[src/rtl/mem_controller_pkg.sv]
// Shared types and constants for the memory controller and its channels.
package mem_controller_pkg;

    typedef enum logic [1:0] {
        IDLE = 2'd0,
        REQ  = 2'd1,
        DONE = 2'd2
    } chanState_t;

    localparam int CNT_W      = 8;
    localparam int WORD_SHIFT = 2;

    // MAR holds a word index; the data memory expects a byte address.
    function automatic logic [31:0] wordToByte(input logic [31:0] word);
        return word << WORD_SHIFT;
    endfunction

endpackage

[src/rtl/mem_channel.sv]
// One request/acknowledge channel: latches an address, waits for ack or timeout,
// captures read data and flags a one-cycle load in DONE.
module mem_channel
    import mem_controller_pkg::*;
#(
    parameter int DATA_W  = 32,
    parameter int TIMEOUT = 255
) (
    input  logic              clock,
    input  logic              resetN,
    input  logic              start,
    input  logic              startRead,
    input  logic [31:0]       startAddr,
    input  logic              ack,
    input  logic [DATA_W-1:0] rdataIn,
    output logic [31:0]       addr,
    output logic              req,
    output logic [DATA_W-1:0] rdata,
    output logic              load,
    output logic              busy,
    output logic              timeoutPulse
);

    localparam logic [CNT_W-1:0] LAST_COUNT = CNT_W'(TIMEOUT - 1);

    chanState_t       state;
    chanState_t       nextState;
    logic [CNT_W-1:0] reqCount;
    logic             readFlag;
    logic             lastCycle;

    assign lastCycle = (reqCount == LAST_COUNT);

    always_ff @(posedge clock or negedge resetN) begin
        if (!resetN) begin
            state <= IDLE;
        end else begin
            state <= nextState;
        end
    end

    always_comb begin
        nextState = state;
        case (state)
            IDLE: if (start) nextState = REQ;
            REQ: begin
                if (ack) begin
                    nextState = DONE;
                end else if (lastCycle) begin
                    nextState = IDLE;
                end
            end
            DONE:    nextState = IDLE;
            default: nextState = IDLE;
        endcase
    end

    // Ack takes priority over a timeout landing on the same edge.
    always_ff @(posedge clock or negedge resetN) begin
        if (!resetN) begin
            addr         <= '0;
            rdata        <= '0;
            reqCount     <= '0;
            readFlag     <= 1'b0;
            timeoutPulse <= 1'b0;
        end else begin
            timeoutPulse <= 1'b0;
            if (state == IDLE && start) begin
                addr     <= startAddr;
                readFlag <= startRead;
                reqCount <= '0;
            end
            if (state == REQ) begin
                if (ack) begin
                    if (readFlag) begin
                        rdata <= rdataIn;
                    end
                end else if (lastCycle) begin
                    timeoutPulse <= 1'b1;
                end else begin
                    reqCount <= reqCount + 1'b1;
                end
            end
        end
    end

    always_comb begin
        req  = (state == REQ);
        load = (state == DONE) && readFlag;
        busy = (state != IDLE);
    end

endmodule

[src/rtl/mem_controller.sv]
// Memory controller: independent data (MAR/MDR) and instruction-fetch (PC/MBR)
// channels sharing only the status outputs.
module mem_controller
    import mem_controller_pkg::*;
#(
    parameter int TIMEOUT = 255
) (
    input  logic        clock,
    input  logic        resetN,
    input  logic        rd,
    input  logic        wr,
    input  logic        fetch,
    input  logic [31:0] marIn,
    input  logic [31:0] mdrIn,
    input  logic [31:0] pcIn,
    output logic [31:0] mdrOut,
    output logic        mdrLoad,
    output logic [7:0]  mbrOut,
    output logic        mbrLoad,
    output logic [31:0] memAddr,
    output logic [31:0] memWdata,
    output logic        memRead,
    output logic        memWrite,
    input  logic [31:0] memRdata,
    input  logic        memAck,
    output logic [31:0] ifAddr,
    output logic        ifReq,
    input  logic [7:0]  ifData,
    input  logic        ifAck,
    output logic        busy,
    output logic        timeout,
    output logic        protocolError
);

    logic dataBusy;
    logic fetchBusy;
    logic dataStart;
    logic fetchStart;
    logic dataReq;
    logic dataTimeout;
    logic fetchTimeout;
    logic dataIsWrite;
    logic cmdError;

    // rd and wr together, or any command to a channel already in flight, is rejected.
    assign dataStart  = !dataBusy && (rd ^ wr);
    assign fetchStart = !fetchBusy && fetch;
    assign cmdError   = (dataBusy ? (rd || wr) : (rd && wr)) || (fetchBusy && fetch);

    always_ff @(posedge clock or negedge resetN) begin
        if (!resetN) begin
            memWdata      <= '0;
            dataIsWrite   <= 1'b0;
            protocolError <= 1'b0;
        end else begin
            protocolError <= cmdError;
            if (dataStart) begin
                dataIsWrite <= wr;
                if (wr) begin
                    memWdata <= mdrIn;
                end
            end
        end
    end

    assign memRead  = dataReq && !dataIsWrite;
    assign memWrite = dataReq && dataIsWrite;
    assign busy     = dataBusy || fetchBusy;
    assign timeout  = dataTimeout || fetchTimeout;

    mem_channel #(
        .DATA_W  (32),
        .TIMEOUT (TIMEOUT)
    ) dataChannel (
        .clock        (clock),
        .resetN       (resetN),
        .start        (dataStart),
        .startRead    (rd),
        .startAddr    (wordToByte(marIn)),
        .ack          (memAck),
        .rdataIn      (memRdata),
        .addr         (memAddr),
        .req          (dataReq),
        .rdata        (mdrOut),
        .load         (mdrLoad),
        .busy         (dataBusy),
        .timeoutPulse (dataTimeout)
    );

    mem_channel #(
        .DATA_W  (8),
        .TIMEOUT (TIMEOUT)
    ) fetchChannel (
        .clock        (clock),
        .resetN       (resetN),
        .start        (fetchStart),
        .startRead    (1'b1),
        .startAddr    (pcIn),
        .ack          (ifAck),
        .rdataIn      (ifData),
        .addr         (ifAddr),
        .req          (ifReq),
        .rdata        (mbrOut),
        .load         (mbrLoad),
        .busy         (fetchBusy),
        .timeoutPulse (fetchTimeout)
    );

endmodule

[config.mk]
export PLATFORM = sky130hd
export DESIGN_NAME = mem_controller
export DESIGN_NICKNAME = d
export VERILOG_FILES = /design/src/rtl/mem_controller_pkg.sv /design/src/rtl/mem_channel.sv /design/src/rtl/mem_controller.sv
export SDC_FILE = /design/constraint.sdc
export NUM_CORES = 1
export LEC_CHECK = 0
export ABC_AREA = 1
export CAP_MARGIN = 20
export CORE_ASPECT_RATIO = 1.75
export CORE_UTILIZATION = 43
export CTS_CLUSTER_DIAMETER = 50
export DETAILED_ROUTE_END_ITERATION = 7
export GPL_TIMING_DRIVEN = 0
export MAX_ROUTING_LAYER = met4
export PLACE_DENSITY = 0.86
export RECOVER_POWER = 50
export SLEW_MARGIN = 20
export SYNTH_ARGS = -nofsm -noshare
export SYNTH_HDL_FRONTEND = slang
export SYNTH_HIERARCHICAL = 1
export SYNTH_SLANG_ARGS = --single-unit
[constraint.sdc]
create_clock -name clock -period 2.3 [get_ports clock]
set_clock_uncertainty 0.1 [all_clocks]
set_input_delay 0.69 -clock clock [delete_from_list [all_inputs] [get_ports clock]]
set_output_delay 0.69 -clock clock [all_outputs]
set_load 0.02 [all_outputs]
# After elaboration in Yosys (flattened, before gate mapping)
# Index checks and enable logic that the tools add are counted.
# totals
ff_bits	160
inputBits	143
# op_classes
add_sub_neg	2
n_eq_ne	10
n_mux	23
n_bitwise	1
n_reduce_logical	26
# op_table
cell	n
$mux 8	8
$add 8x1->8 const B	2
$eq 8x8->1 const B	2
$mux 2	6
$logic_and 1x1->1	10
$pmux 2 s2	2
$mux 1	7
$reduce_and 2->1	3
$reduce_and 3->1	2
$eq 2x1->1 const B	2
$eq 2x2->1 const B	2
$logic_not 2->1	2
$logic_or 1x1->1	4
$ne 2x1->1 const B	2
$reduce_bool 2->1	2
$logic_not 1->1	3
$ne 3x1->1 const B	1
$ne 3x2->1 const B	1
$xor 1x1->1	1

# Logic depth before layout (Yosys ltp)
# depth
depth_word	8
mapped_depth	14
mapped_depth_nobuf	10

# Cells and area by module
# Netlist, hierarchy kept.
# by_module_without_submodules
module	n_inst	cells_per_inst	area_each_um2
mem_channel at dataChannel	1	290	3098.0
mem_channel at fetchChannel	1	188	2212.1
mem_controller	1	169	1512.7

# Worst setup path before layout
# No wires, ideal clock.
# synth_timing
path_kind	input-to-reg
start	input port wr
end	register dataChannel.addr[10]
setup_ns	0.125
arrival_ns	2.275
path_slack_ns	-0.200
cell_stages	11
path_buffers	5
path_cell_list	buf_2 > buf_2 > inv_1 > ha_1 > buf_2 > inv_1 > nor2_1 > nand2_2 > buf_6 > buf_6 > mux2_4
# synth_via
elab_chain_len	3
# synth_lines
element	line	source
start: declaration	mem_controller.sv:11	input logic wr,
$xor 1x1->1	mem_controller.sv:46	assign dataStart = !dataBusy && (rd ^ wr);
$logic_and 1x1->1	mem_controller.sv:46	
named net dataStart	mem_controller.sv:37	logic dataStart;
$logic_and 1x1->1	mem_channel.sv:68	if (state == IDLE && start) begin
end signal: assignment	mem_channel.sv:69	addr <= startAddr;
end: declaration	mem_channel.sv:16	output logic [31:0] addr,
# The timed path passes the listed nets, and every way through them passes these cells.
# A chain may end at the register's enable or synchronous reset.

# Worst setup path after layout
# layout_timing
start	register fetchChannel.rdata[0]
end	output port mbrOut[0]
# layout_lines
element	line	source
start: declaration	mem_channel.sv:18	output logic [DATA_W-1:0] rdata,
start signal: assignment	mem_channel.sv:76	rdata <= rdataIn;
end: declaration	mem_controller.sv:18	output logic [7:0] mbrOut,
# No word-level cell between the ends.

==> impl_metrics.toml <==
[pwr]
power_density_mw_per_mm2 = 1410
ir_worst_vdd_mv = 0.740
power_mw = 14.8
leakage_nw = 4.92

[critical_path]
cp_max_fo = 2
worstSetupPathType = "flop to primary output"
critPathRequiredTime_ps = 1510
path_cells = "clkdlybuf4s50_1"
start_kind = "flop"
crit_path_top_delay_cell = "clkdlybuf4s50_1"
path_buf_inv = 1
worstPathArrival_ps = 1450
critPathTopFamily = "buffers and inverters"
critPathMaxStageDelay_ps = 670
endpoint_kind = "primary output"

[final_layout]
fill_cells = 1175
areaGrowthSynthToFinish_pct = 53.8
layout_commonest_cell = "clkdlybuf4s50_1"
drive_gt1_share_pct = 15.0
fin_area_mm2 = 0.0105
final_cell_mix = "clkdlybuf4s50_1, nand2_1, dfrtp_1"
final_util_pct = 67.8
fin_nets = 1100
final_cells = 1151

[clock_tree]
ctsRootBufferMaster = "clkbuf_16"
numCtsBuffers = 17
post_cts_hold_buffer_count = 0
clk_latency_ps = 410
cts_tree = "yes"
htreeDepth = 4
clkTransAtPathRegs_ps = 60
clock_sinks = 162
cts_buffer_depth = 2

[floorplanning]
die_h_um = 169
initial_core_util_pct = 44.1
die-area_mm2 = 0.0164
die_x_um = 97.2
pin_count = 287
num_rows = 60
core_mm2 = 0.0155

[timing]
finalHoldViolCount = 0
tns_ps = 0
slew_violations = 0
final.min_clock_period_ps = 2240
relSlewSlack_pct = 23.2
rsz0062_at_grt = "no"
finalSetupViolations = 0
fin_crit_sh_pct = 97.6
worst_slew_pin_slew_ps = 1150
fmax_mhz = 446

[detailed_routing]
drt_pass1_iterations = 6
viasPerCell = 5.02
vias = 5778
detail_route.wl_per_cell_um = 16.6
wl_mm = 19.1
final_antenna_net_count = 0
drtIter0Drc = 233
drc = 0

[logic_synthesis]
syn_inst = 647
synth.avg_cell_area_um2 = 10.5
ys_ff_latch = 162
yosysWarnings = 6
async_flop_share_pct = 100
seq_area_frac_synth_pct = 59.4
synthFlopType = "dfrtp_1"
synth-edff-count = 0
netlist_area_mm2 = 0.00682
synth_cell_type_count = 24

[job]
drv_cap = 0

[global_routing]
grt_pass1_vias = 6010
grt_antenna_before_repair = 2
grt_max_degree = 85
overflow = 0
grt_pass1_wl_mm = 30.6
grt_usage_pct = 24.5

[worst_hold_path]
hold_path.class = "flop to flop"

[place]
place_inst = 1119
gp_congestion = 0.863
dpl_cell_area_mm2 = 0.00996
numPortBuffers = 284
place_hpwl_mm = 14.3

[run_status]
status = "finished clean"
[final timing paths]
kind	from	slack, ps	depth (start not counted)	end
max in group asynchronous	resetN	380	2	dataChannel/addr[30]$_DFFE_PN0P_
worst min-delay path	dataChannel/rdata[27]$_DFFE_PN0P_	370	2	dataChannel/rdata[27]$_DFFE_PN0P_
worst max-delay path	fetchChannel/rdata[0]$_DFFE_PN0P_	60	1	mbrOut[0]
worst max register to register	fetchChannel/state[1]$_DFFE_PN0P_	370	7	fetchChannel/addr[6]$_DFFE_PN0P_
worst min register to register	dataChannel/rdata[27]$_DFFE_PN0P_	370	2	dataChannel/rdata[27]$_DFFE_PN0P_
min in group asynchronous	resetN	410	1	fetchChannel/rdata[6]$_DFFE_PN0P_
[cell type report]
class / instances / area [um2] / area share [%]
antenna: 2 / 5.00 / 0.0477
buffer: 30 / 196 / 1.87
clock buffer: 18 / 429 / 4.09
clock inverter: 13 / 151 / 1.44
inverter: 38 / 143 / 1.36
multi-input combinational: 415 / 2410 / 23.0
sequential: 162 / 4060 / 38.7
tap: 186 / 233 / 2.22
timing repair buffer: 287 / 2860 / 27.3
[what timing repair did]
item,4_1_cts,5_1_grt
buffers inserted,2,0
pin swaps,0,3
setup endpoints to repair,49,10
resized for setup,38,6
[state kept, by name (all words and copies together) (netlist names)]
| name | count |
|---|---|
| fetchChannel/addr | 32 |
| dataIsWrite | 1 |
| dataChannel/addr | 32 |
| fetchChannel/rdata | 8 |
| dataChannel/state | 2 |
| dataChannel/reqCount | 8 |
| memWdata | 32 |
| dataChannel/rdata | 32 |
| fetchChannel/reqCount | 8 |
| protocolError | 1 |
| fetchChannel/state | 2 |
| dataChannel/timeoutPulse | 1 |
| dataChannel/readFlag | 1 |
| fetchChannel/timeoutPulse | 1 |
| fetchChannel/readFlag | 1 |
[power by group]
part	total (mW)	leakage [nW]	internal, mW	switching, mW
Clock	2.80	0.264	1.61	1.19
Combinational	7.09	2.66	3.51	3.58
Sequential	4.89	2.00	4.14	0.745
Total	14.8	4.92	9.26	5.52
[layer usage]
metal	global-route usage [%]	part of all wire, %	vias to the layer above
li1	-	-	2724
met1	26.0	37	2775
met2	43.8	55	227
met3	5.12	4.7	52
met4	10.5	3.5	0
met5	-	0	-
[per-stage QoR]
stage | setup WS (ps) | hold WS, ps
CTS | 14.0 | 172
finish | 55.9 | 368
global placement | -6200 | 353
global route | 0.741 | 386
floorplan | 8.24 | 294
detailed placement | -711 | 357
[cell usage after synthesis (3+ instances only)]
library cell / instances / area share [%]
buf_6: 8 / 1.3
dfrtp_1: 162 / 59
ha_1: 6 / 1.1
o21bai_1: 3 / 0.33
inv_1: 37 / 2.0
mux2_2: 47 / 7.8
buf_2: 20 / 1.5
nand4_1: 35 / 3.2
nand2_1: 196 / 11
mux2_4: 19 / 4.2
nor2_2: 4 / 0.37
or2_2: 3 / 0.28
nand2_2: 3 / 0.28
o21ai_0: 14 / 1.0
nand3_1: 54 / 4.0
nor2_1: 21 / 1.2
clkbuf_1: 5 / 0.28
[cell families after synthesis]
family	after synthesis	share of synthesized area [%]
and+or+nand+nor	319	20.5
AOI/OAI and AO/OA	19	1.50
adders and majority gates	6	1.10
buffers and inverters	71	5.15
xor gates and xnor gates	2	0.257
DFF	162	59.4
muxes	66	11.9
other	2	0.110
No activity file was read; power rests on OpenSTA's default activity.
